--- src/rtl/cpu_ctrl_pkg.sv ---
// Package: cpu_ctrl_pkg
// Shared types and encodings for the CPU control FSM and its IR decoder.
package cpu_ctrl_pkg;

  localparam int unsigned IR_W   = 16;
  localparam int unsigned OPC_W  = 3;
  localparam int unsigned OP_W   = 2;
  localparam int unsigned NSEL_W = 3;

  // Major opcode field ir[15:13]
  localparam logic [OPC_W-1:0] OPC_MOV  = 3'b110;
  localparam logic [OPC_W-1:0] OPC_ALU  = 3'b101;
  localparam logic [OPC_W-1:0] OPC_LDR  = 3'b011;
  localparam logic [OPC_W-1:0] OPC_STR  = 3'b100;
  localparam logic [OPC_W-1:0] OPC_HALT = 3'b111;

  // Sub-op field ir[12:11]
  localparam logic [OP_W-1:0] OP_MOVI = 2'b10;
  localparam logic [OP_W-1:0] OP_MOVR = 2'b00;
  localparam logic [OP_W-1:0] OP_ADD  = 2'b00;
  localparam logic [OP_W-1:0] OP_CMP  = 2'b01;
  localparam logic [OP_W-1:0] OP_AND  = 2'b10;
  localparam logic [OP_W-1:0] OP_MVN  = 2'b11;
  localparam logic [OP_W-1:0] OP_MEM  = 2'b00;
  localparam logic [OP_W-1:0] OP_HALT = 2'b00;

  // One-hot regfile select {Rm,Rd,Rn}
  localparam logic [NSEL_W-1:0] NSEL_RN = 3'b001;
  localparam logic [NSEL_W-1:0] NSEL_RD = 3'b010;
  localparam logic [NSEL_W-1:0] NSEL_RM = 3'b100;

  typedef enum logic [1:0] {
    MEM_NONE  = 2'b00,
    MEM_READ  = 2'b01,
    MEM_WRITE = 2'b10
  } mem_cmd_e;

  typedef enum logic [1:0] {
    VSEL_C      = 2'b00,
    VSEL_PC     = 2'b01,
    VSEL_SXIMM8 = 2'b10,
    VSEL_MDATA  = 2'b11
  } vsel_e;

  typedef enum logic [4:0] {
    S_RESET, S_IF1, S_IF2, S_UPC, S_DEC, S_GETA, S_GETB, S_EXEC, S_WBC,
    S_WBI, S_ADDR, S_LDA, S_MRD, S_WBM, S_STB, S_MWR, S_HLT
  } state_e;

  typedef enum logic [3:0] {
    CL_MOVI, CL_MOVR, CL_ADD, CL_CMP, CL_AND, CL_MVN,
    CL_LDR, CL_STR, CL_HALT, CL_ILL
  } instr_cls_e;

  // Full set of datapath strobes driven by the FSM
  typedef struct packed {
    logic              reset_pc;
    logic              load_pc;
    logic              addr_sel;
    logic              load_addr;
    mem_cmd_e          mem_cmd;
    logic              load_ir;
    logic [NSEL_W-1:0] nsel;
    vsel_e             vsel;
    logic              write;
    logic              loada;
    logic              loadb;
    logic              loadc;
    logic              loads;
    logic              asel;
    logic              bsel;
    logic              halted;
    logic              illegal;
  } ctrl_out_t;

endpackage

--- src/rtl/cpu_ir_decode.sv ---
// Module: cpu_ir_decode
// Combinational instruction classifier: {opc,op} -> class plus illegal flag.
module cpu_ir_decode
  import cpu_ctrl_pkg::*;
(
  input  logic [OPC_W-1:0] opc,
  input  logic [OP_W-1:0]  op,
  output instr_cls_e       cls,
  output logic             illegal
);

  // Map each legal opcode pair to its class; everything else is illegal
  always_comb begin
    cls = CL_ILL;
    case ({opc, op})
      {OPC_MOV,  OP_MOVI}: cls = CL_MOVI;
      {OPC_MOV,  OP_MOVR}: cls = CL_MOVR;
      {OPC_ALU,  OP_ADD }: cls = CL_ADD;
      {OPC_ALU,  OP_CMP }: cls = CL_CMP;
      {OPC_ALU,  OP_AND }: cls = CL_AND;
      {OPC_ALU,  OP_MVN }: cls = CL_MVN;
      {OPC_LDR,  OP_MEM }: cls = CL_LDR;
      {OPC_STR,  OP_MEM }: cls = CL_STR;
      {OPC_HALT, OP_HALT}: cls = CL_HALT;
      default:             cls = CL_ILL;
    endcase
    illegal = (cls == CL_ILL);
  end

endmodule

--- src/rtl/cpu_ctrl_fsm.sv ---
// Module: cpu_ctrl_fsm
// Control FSM for the 16-bit RISC datapath: fetch/decode/execute/writeback
// sequencing with registered Moore strobes. Optional `define RETIRE_CNT_EN
// adds a 16-bit retired-instruction counter output.
module cpu_ctrl_fsm
  import cpu_ctrl_pkg::*;
#(
  parameter int unsigned PC_W    = 8,
  parameter int unsigned RD_WAIT = 0
) (
  input  logic            clk,
  input  logic            rst,
  input  logic [PC_W-1:0] start_pc,
  input  logic [IR_W-1:0] ir,
  output logic            reset_pc,
  output logic            load_pc,
  output logic            addr_sel,
  output logic            load_addr,
  output logic [1:0]      mem_cmd,
  output logic            load_ir,
  output logic [2:0]      nsel,
  output logic [1:0]      vsel,
  output logic            write,
  output logic            loada,
  output logic            loadb,
  output logic            loadc,
  output logic            loads,
  output logic            asel,
  output logic            bsel,
`ifdef RETIRE_CNT_EN
  output logic [15:0]     retired,
`endif
  output logic            halted,
  output logic            illegal
);

  localparam int unsigned CNT_W = (RD_WAIT > 0) ? $clog2(RD_WAIT + 1) : 1;

  state_e     state_q, state_d;
  ctrl_out_t  out_d, out_q;
  instr_cls_e cls;
  logic       dec_illegal;
  logic       ill_q;
  logic [CNT_W-1:0] wait_cnt_q;
  logic       wait_done;

  // start_pc feeds the datapath PC mux directly; the FSM only times that load
  logic unused_inputs;
  assign unused_inputs = ^{ir[IR_W-OPC_W-OP_W-1:0], start_pc};

  cpu_ir_decode u_decode (
    .opc     (ir[IR_W-1 -: OPC_W]),
    .op      (ir[IR_W-OPC_W-1 -: OP_W]),
    .cls     (cls),
    .illegal (dec_illegal)
  );

  assign wait_done = (wait_cnt_q == CNT_W'(RD_WAIT));

  // State register
  always_ff @(posedge clk or posedge rst) begin
    if (rst) state_q <= S_RESET;
    else     state_q <= state_d;
  end

  // Next-state and per-state strobe decode
  always_comb begin
    state_d = state_q;
    out_d   = '0;
    unique case (state_q)
      S_RESET: begin
        out_d.reset_pc = 1'b1;
        out_d.load_pc  = 1'b1;
        state_d        = S_IF1;
      end
      S_IF1: begin
        out_d.addr_sel = 1'b1;
        out_d.mem_cmd  = MEM_READ;
        if (wait_done) state_d = S_IF2;
      end
      S_IF2: begin
        out_d.addr_sel = 1'b1;
        out_d.mem_cmd  = MEM_READ;
        out_d.load_ir  = 1'b1;
        state_d        = S_UPC;
      end
      S_UPC: begin
        out_d.load_pc = 1'b1;
        state_d       = S_DEC;
      end
      S_DEC: begin
        case (cls)
          CL_MOVI:                                 state_d = S_WBI;
          CL_MOVR, CL_MVN:                         state_d = S_GETB;
          CL_ADD, CL_AND, CL_CMP, CL_LDR, CL_STR:  state_d = S_GETA;
          default:                                 state_d = S_HLT;
        endcase
      end
      S_GETA: begin
        out_d.nsel  = NSEL_RN;
        out_d.loada = 1'b1;
        state_d     = (cls == CL_LDR || cls == CL_STR) ? S_ADDR : S_GETB;
      end
      S_GETB: begin
        out_d.nsel  = NSEL_RM;
        out_d.loadb = 1'b1;
        state_d     = S_EXEC;
      end
      S_EXEC: begin
        if (cls == CL_CMP) out_d.loads = 1'b1;
        else               out_d.loadc = 1'b1;
        out_d.asel = (cls == CL_MOVR) || (cls == CL_MVN) || (cls == CL_STR);
        if (cls == CL_CMP)      state_d = S_IF1;
        else if (cls == CL_STR) state_d = S_MWR;
        else                    state_d = S_WBC;
      end
      S_WBC: begin
        out_d.nsel  = NSEL_RD;
        out_d.vsel  = VSEL_C;
        out_d.write = 1'b1;
        state_d     = S_IF1;
      end
      S_WBI: begin
        out_d.nsel  = NSEL_RN;
        out_d.vsel  = VSEL_SXIMM8;
        out_d.write = 1'b1;
        state_d     = S_IF1;
      end
      S_ADDR: begin
        out_d.bsel  = 1'b1;
        out_d.loadc = 1'b1;
        state_d     = S_LDA;
      end
      S_LDA: begin
        out_d.load_addr = 1'b1;
        state_d         = (cls == CL_LDR) ? S_MRD : S_STB;
      end
      S_MRD: begin
        out_d.mem_cmd = MEM_READ;
        if (wait_done) state_d = S_WBM;
      end
      S_WBM: begin
        out_d.mem_cmd = MEM_READ;
        out_d.nsel    = NSEL_RD;
        out_d.vsel    = VSEL_MDATA;
        out_d.write   = 1'b1;
        state_d       = S_IF1;
      end
      S_STB: begin
        out_d.nsel  = NSEL_RD;
        out_d.loadb = 1'b1;
        state_d     = S_EXEC;
      end
      S_MWR: begin
        out_d.mem_cmd = MEM_WRITE;
        state_d       = S_IF1;
      end
      S_HLT: begin
        out_d.halted  = 1'b1;
        out_d.illegal = ill_q;
      end
      default: state_d = S_RESET;
    endcase
  end

  // Read wait counter: holds IF1/MRD for RD_WAIT extra cycles
  always_ff @(posedge clk or posedge rst) begin
    if (rst)
      wait_cnt_q <= '0;
    else if ((state_q == S_IF1 || state_q == S_MRD) && !wait_done)
      wait_cnt_q <= wait_cnt_q + CNT_W'(1);
    else
      wait_cnt_q <= '0;
  end

  // Sticky record that the halt was caused by an undecodable instruction
  always_ff @(posedge clk or posedge rst) begin
    if (rst)                              ill_q <= 1'b0;
    else if (state_q == S_DEC && dec_illegal) ill_q <= 1'b1;
  end

  // Output register; async reset forces every strobe low immediately
  always_ff @(posedge clk or posedge rst) begin
    if (rst) out_q <= '0;
    else     out_q <= out_d;
  end

  assign reset_pc  = out_q.reset_pc;
  assign load_pc   = out_q.load_pc;
  assign addr_sel  = out_q.addr_sel;
  assign load_addr = out_q.load_addr;
  assign mem_cmd   = out_q.mem_cmd;
  assign load_ir   = out_q.load_ir;
  assign nsel      = out_q.nsel;
  assign vsel      = out_q.vsel;
  assign write     = out_q.write;
  assign loada     = out_q.loada;
  assign loadb     = out_q.loadb;
  assign loadc     = out_q.loadc;
  assign loads     = out_q.loads;
  assign asel      = out_q.asel;
  assign bsel      = out_q.bsel;
  assign halted    = out_q.halted;
  assign illegal   = out_q.illegal;

`ifdef RETIRE_CNT_EN
  logic retire_c;

  // Last state of each completed non-HALT instruction
  assign retire_c = (state_q == S_WBI) || (state_q == S_WBC) ||
                    (state_q == S_WBM) || (state_q == S_MWR) ||
                    (state_q == S_EXEC && cls == CL_CMP);

  // Retired-instruction counter, wraps naturally at 16 bits
  always_ff @(posedge clk or posedge rst) begin
    if (rst)           retired <= '0;
    else if (retire_c) retired <= retired + 16'd1;
  end
`endif

endmodule
--- config.mk ---
export PLATFORM = sky130hd
export DESIGN_NAME = cpu_ctrl_fsm
export DESIGN_NICKNAME = d
export VERILOG_FILES = /design/src/rtl/cpu_ctrl_pkg.sv /design/src/rtl/cpu_ir_decode.sv /design/src/rtl/cpu_ctrl_fsm.sv
export SDC_FILE = /design/constraint.sdc
export NUM_CORES = 1
export LEC_CHECK = 0
export CAP_MARGIN = 15
export CORE_MARGIN = 5
export CORE_UTILIZATION = 45
export CTS_CLUSTER_DIAMETER = 30
export CTS_CLUSTER_SIZE = 25
export DETAILED_ROUTE_END_ITERATION = 12
export PLACE_DENSITY = 0.79
export SLEW_MARGIN = 20
export SYNTH_ARGS = -nofsm -noshare
export SYNTH_HDL_FRONTEND = slang
export SYNTH_SLANG_ARGS = --single-unit
--- constraint.sdc ---
create_clock -name clk -period 3.35 [get_ports clk]
set_clock_uncertainty 0.15 [all_clocks]
set_input_delay 0.5025 -clock clk [delete_from_list [all_inputs] [get_ports clk]]
set_output_delay 0.5025 -clock clk [all_outputs]
set_load 0.05 [all_outputs]
# Word level (Yosys, flattened, before mapping)
# Memory sizes are Yosys's and may differ from the RTL's.
# Cells that the tools add are included.
[classes]
eq_ne = 24
n_bitwise = 1
mux = 25
addsub = 1
n_reduce_logical = 15
[ops]
columns = ["op", "count"]
rows = [
  ["$pmux W5 S12", 1],
  ["$eq A5 B4 Y1 const B", 8],
  ["$eq A5 B3 Y1 const B", 4],
  ["$mux W5", 4],
  ["$pmux W3 S3", 2],
  ["$eq A4 B3 Y1 const B", 3],
  ["$mux W1", 11],
  ["$eq A5 B2 Y1 const B", 2],
  ["$reduce_or A2 Y1", 4],
  ["$mux W2", 3],
  ["$eq A5 B1 Y1 const B", 1],
  ["$eq A5 B5 Y1 const B", 1],
  ["$logic_not A5 Y1", 1],
  ["$reduce_or A5 Y1", 1],
  ["$eq A4 B1 Y1 const B", 1],
  ["$eq A4 B2 Y1 const B", 1],
  ["$eq A4 B4 Y1 const B", 1],
  ["$logic_or A1 B1 Y1", 4],
  ["$mux W4", 1],
  ["$ne A2 B2 Y1 const B", 2],
  ["$pmux W2 S2", 1],
  ["$reduce_or A4 Y1", 1],
  ["$mux W3", 1],
  ["$reduce_and A3 Y1", 1],
  ["5 further kinds", 6],
]
[totals]
output_inout_bits = 21
mem_count = 2
romBits = 160
register_bits = 28
[memory_table]
columns = ["name", "words", "word_bits", "read_ports", "rd_ports_with_merged_regs", "write_ports", "line_no", "text"]
rows = [
  ["(name not given)", 32, 4, 1, 0, 0, "cpu_ir_decode.sv:15", "case ({opc, op})"],
  ["(name not given)", 8, 4, 1, 0, 0, "cpu_ctrl_fsm.sv:92", "case (cls)"],
]

# Depth between registers and ports, before layout
# An unclocked memory read counts as a cell.
[depth]
ltp_word = 5
mapped_depth = 6
depth_no_buf = 4

# Cells and area by module
# A second synthesis with hierarchy kept.
[hier_totals]
hier_cells = 136
hier_area_um2 = 1383.8
[modules_own_cells]
columns = ["mod", "cells_per_inst", "area_per_inst_um2", "n_inst"]
rows = [
  ["cpu_ctrl_fsm", 118, 1265.0, 1],
  ["cpu_ir_decode", 18, 118.9, 1],
]

# Worst setup path before layout
# No wires, ideal clock.
[synth_path]
kind = "input to register"
from = "input port ir[14]"
to = "register state_q[1]"
arrival_time_ns = 1.744
cell_stages = 5
slack_ns = 1.374
cell_sequence = "buf_6 or4b_4 or2_0 o31a_1 a31oi_2"
[synth_via]
elab_chain_len = 5
word_cells_on_any_way = 10
cone_classes = "3 x eq/ne; 5 x mux; 2 x memory"
[synth_lines]
columns = ["item", "line_no", "text"]
rows = [
  ["from (decl)", "cpu_ctrl_fsm.sv:14", "input logic [IR_W-1:0] ir,"],
  ["$mem_v2 Z32 W4 (*)", "--", ""],
  ["branches (longest 3 deep; another with $mem_v2 Z8 W4)", "--", ""],
  ["$pmux W5 S12 (*)", "cpu_ctrl_fsm.sv:70", "unique case (state_q)"],
  ["to (signal assigned)", "cpu_ctrl_fsm.sv:63", "else state_q <= state_d;"],
  ["to (decl)", "cpu_ctrl_fsm.sv:39", "state_e state_q, state_d;"],
]
# Every way passes the cells marked *.
# A chain may end at the register's enable or synchronous reset.

# Worst setup path in the final report
[layout_path]
from = "input port ir[13]"
to = "register state_q[0]"
# Same word-level chain as after synthesis.

==> impl_metrics.json <==
{
  "synthToLayoutAreaGrowth_pct": 20.8,
  "cts_tree": "built",
  "worstSkewPairLatency_ns": 0.32,
  "avgViaCountPerCell": 5.57,
  "drt_iter0_drc": 50,
  "finalMaxSlewViolations": 0,
  "cts_hold_buf": 0,
  "dieArea_sq_mm": 0.00442,
  "seqCellArea_sq_um": 701,
  "grt_first_pass_wirelength_um": 4860,
  "yosysUniqueCellTypes": 46,
  "slew_headroom_pct": 63.4,
  "cp_cell_sequence": "clkdlybuf4s50_1 -> or4bb_1 -> nor4_2 -> a31oi_1 -> o311ai_1",
  "crit_slowest_cell": "clkdlybuf4s50_1",
  "rows": 20,
  "vias": 1187,
  "cp-end-kind": "flip-flop",
  "ir_drop_uv": 242,
  "tightest_slew_ns": 0.547,
  "period_needed_ns": 2.33,
  "grt_max_degree": 29,
  "drive_gt1_share_pct": 6.51,
  "io_buffers": 27,
  "grt_pass1_vias": 1088,
  "route.met2.wl_um": 1480,
  "synth-edff-count": 0,
  "drcViolationCount": 0,
  "p_leak_nw": 0.732,
  "antenna_found_initial": 0,
  "postRouteWirelength_um": 2930,
  "post_cts_resized": 0,
  "period_share_pct": 69.6,
  "setup_viol": 0,
  "arrival_ns": 2.40,
  "yosysSeqAreaShare_pct": 48.7,
  "cts-root-buf": "clkbuf_4",
  "critPathKind": "input port to flip-flop",
  "ys_ff_latch": 28,
  "place_congestion": 0.817,
  "finalHoldViolations": 0,
  "status": "finished, final reports clean",
  "n_antenna_cell": 0,
  "synth_ff_type": "dfrtp_1",
  "worstSetupStartpointType": "input port",
  "ant_nets": 0,
  "cts.path.max_buffers": 2,
  "holdWs_ns": 0.336,
  "r2r-start": "state_q[2]",
  "dr.max_layer_used": "met4",
  "max_cap_violations": 0,
  "core_area_sq_mm": 0.00305,
  "place_ws_ns": 0.682,
  "grt_usage_pct": 14.1,
  "critPathMaxStageDelay_ns": 0.75,
  "htreeDepth": 1,
  "async_flop_share_pct": 100,
  "setup_ws_ns": 1.02,
  "cts.sinks": 28,
  "path_max_fanout": 16,
  "io_pins": 47,
  "overflow": 0,
  "hpwl_um": 2170,
  "nets": 197,
  "die_h_um": 66.5,
  "startpoint": "ir[13]",
  "syn_inst": 149,
  "final_util_pct": 56.9,
  "final.setup.tns_ns": 0,
  "p_per_area_mw_per_mm2": 726,
  "multi_input_area_sq_um": 673,
  "cts.clk_slew.worst_paths_ns": 0.12,
  "yosysWarnings": 0,
  "drt-met1-wl_um": 1270,
  "rsz0062_at_grt": "false",
  "drt_pass1_iterations": 4,
  "hold_path.class": "flip-flop to flip-flop",
  "cts_setup_buffers": 0,
  "yosysTopAreaCell": "dfrtp_1",
  "timing.fmax_ghz": 0.429,
  "crit_required_ns": 3.42,
  "synth_fp_nets": 175,
  "synth_area_leaders": "dfrtp_1 49%, nor2_1 3.4%, nand2b_1 3.0%, nor3_1 2.8%, nand2_1 2.6%",
  "initial_core_util_pct": 47.1,
  "dp_cells": 210,
  "fp.dieW_um": 66.5,
  "fin_cells": 213,
  "synth_top_area_share_pct": 48.7,
  "fillers": 291,
  "wl_met3_um": 127,
  "detail_route.wl_per_cell_um": 13.8,
  "cts-buffers-inserted": 3,
  "avgSynthCellArea_sq_um": 9.65,
  "worstHoldStart": "ill_q",
  "syn_area_sq_mm": 0.00144
}
report_power, final:
group          total, mW  switching [mW]  internal (mW)  leakage (nW)
clock              0.128          0.0861         0.0421        0.0138
combinational      0.616           0.378          0.238         0.346
sequential         0.517           0.103          0.414         0.372
total               1.26           0.567          0.694         0.732
cell type report:
type | instances | area share, %
clock buffer | 3 | 1.30
inverter | 4 | 0.865
multi-input combinational | 107 | 38.8
sequential | 28 | 40.3
tap | 44 | 3.17
timing repair buffer | 27 | 15.6
cells by family (layout without fill, tap and decap cells):
family | Yosys count | in the layout | share of synthesized area (%)
AO/OA/AOI/OAI | 37 | 37 | 18.1
buffers and inverters | 14 | 34 | 4.44
other | 1 | 1 | 0.261
flip-flops | 28 | 28 | 48.7
AND/OR/NAND/NOR | 69 | 69 | 28.5
cells in the final DEF, fill, tap and decap left out, types with 2 or more instances in the layout:
| master | n |
|---|---|
| o21ai_0 | 7 |
| o31a_1 | 2 |
| nand2_1 | 10 |
| and3b_1 | 2 |
| and2_1 | 3 |
| a221o_1 | 2 |
| nor3_1 | 8 |
| a31oi_1 | 3 |
| or3_1 | 2 |
| nor2b_1 | 6 |
| dfrtp_1 | 28 |
| nor3b_1 | 5 |
| inv_1 | 3 |
| a21oi_1 | 7 |
| o31ai_1 | 2 |
| clkdlybuf4s50_1 | 27 |
| nand2b_1 | 7 |
| or3b_2 | 2 |
| clkbuf_4 | 3 |
| nor2_1 | 13 |
| nand3_1 | 2 |
| a21o_1 | 2 |
worst max-delay path, delay by kind of cell:
kind / cells / cell delay (ns)
AND/OR/NAND/NOR: 2 / 0.80
buffers and inverters: 1 / 0.75
AO/OA/AOI/OAI: 2 / 0.34
sequential cells by signal, summed over array words and instances (netlist names), 2 cells and up:
name and cells:
nsel 3, vsel 2, mem_cmd 2, state_q 5
cells in the mapped netlist, types with 2 or more instances:
cell type and n:
a31oi_1 3, nand2b_1 7, o21ai_0 7, o31a_1 2
or3b_2 2, dfrtp_1 28, buf_2 3, nor2b_1 6
nor3b_1 5, and3b_1 2, and2_1 3, nor3_1 8
clkbuf_1 5, a21o_1 2, nor2_1 13, a21oi_1 7
nand2_1 10, or3_1 2, a221o_1 2, inv_1 4
nand3_1 2, o31ai_1 2
stage by stage:
stage | area [sq um] | power [mW]
finish | 1740 | 1.26
detailed placement | 1710 | 1.14
floorplan | 1440 | 0.975
global placement | 1710 | 1.12
global route | 1740 | 1.35
CTS | 1740 | 1.27
metal layers:
| layer | global-route usage [%] | vias up |
|---|---|---|
| met1 | 18.0 | 575 |
| met4 | 6.60 | 0 |
| met2 | 24.0 | 38 |
| met5 | 0 | - |
| met3 | 1.18 | 5 |
| li1 | - | 569 |
final timing paths:
kind	end	slack (ns)	depth (start not counted)
max in group asynchronous	state_q[0]	2.30	2
setup reg to reg	state_q[0]	1.20	4
min in group asynchronous	nsel[2]	0.38	2
hold reg to reg	ill_q	0.34	1
setup / recovery	state_q[0]	1.02	5
hold / removal	ill_q	0.34	1
Power figures use the tool's default switching activity.
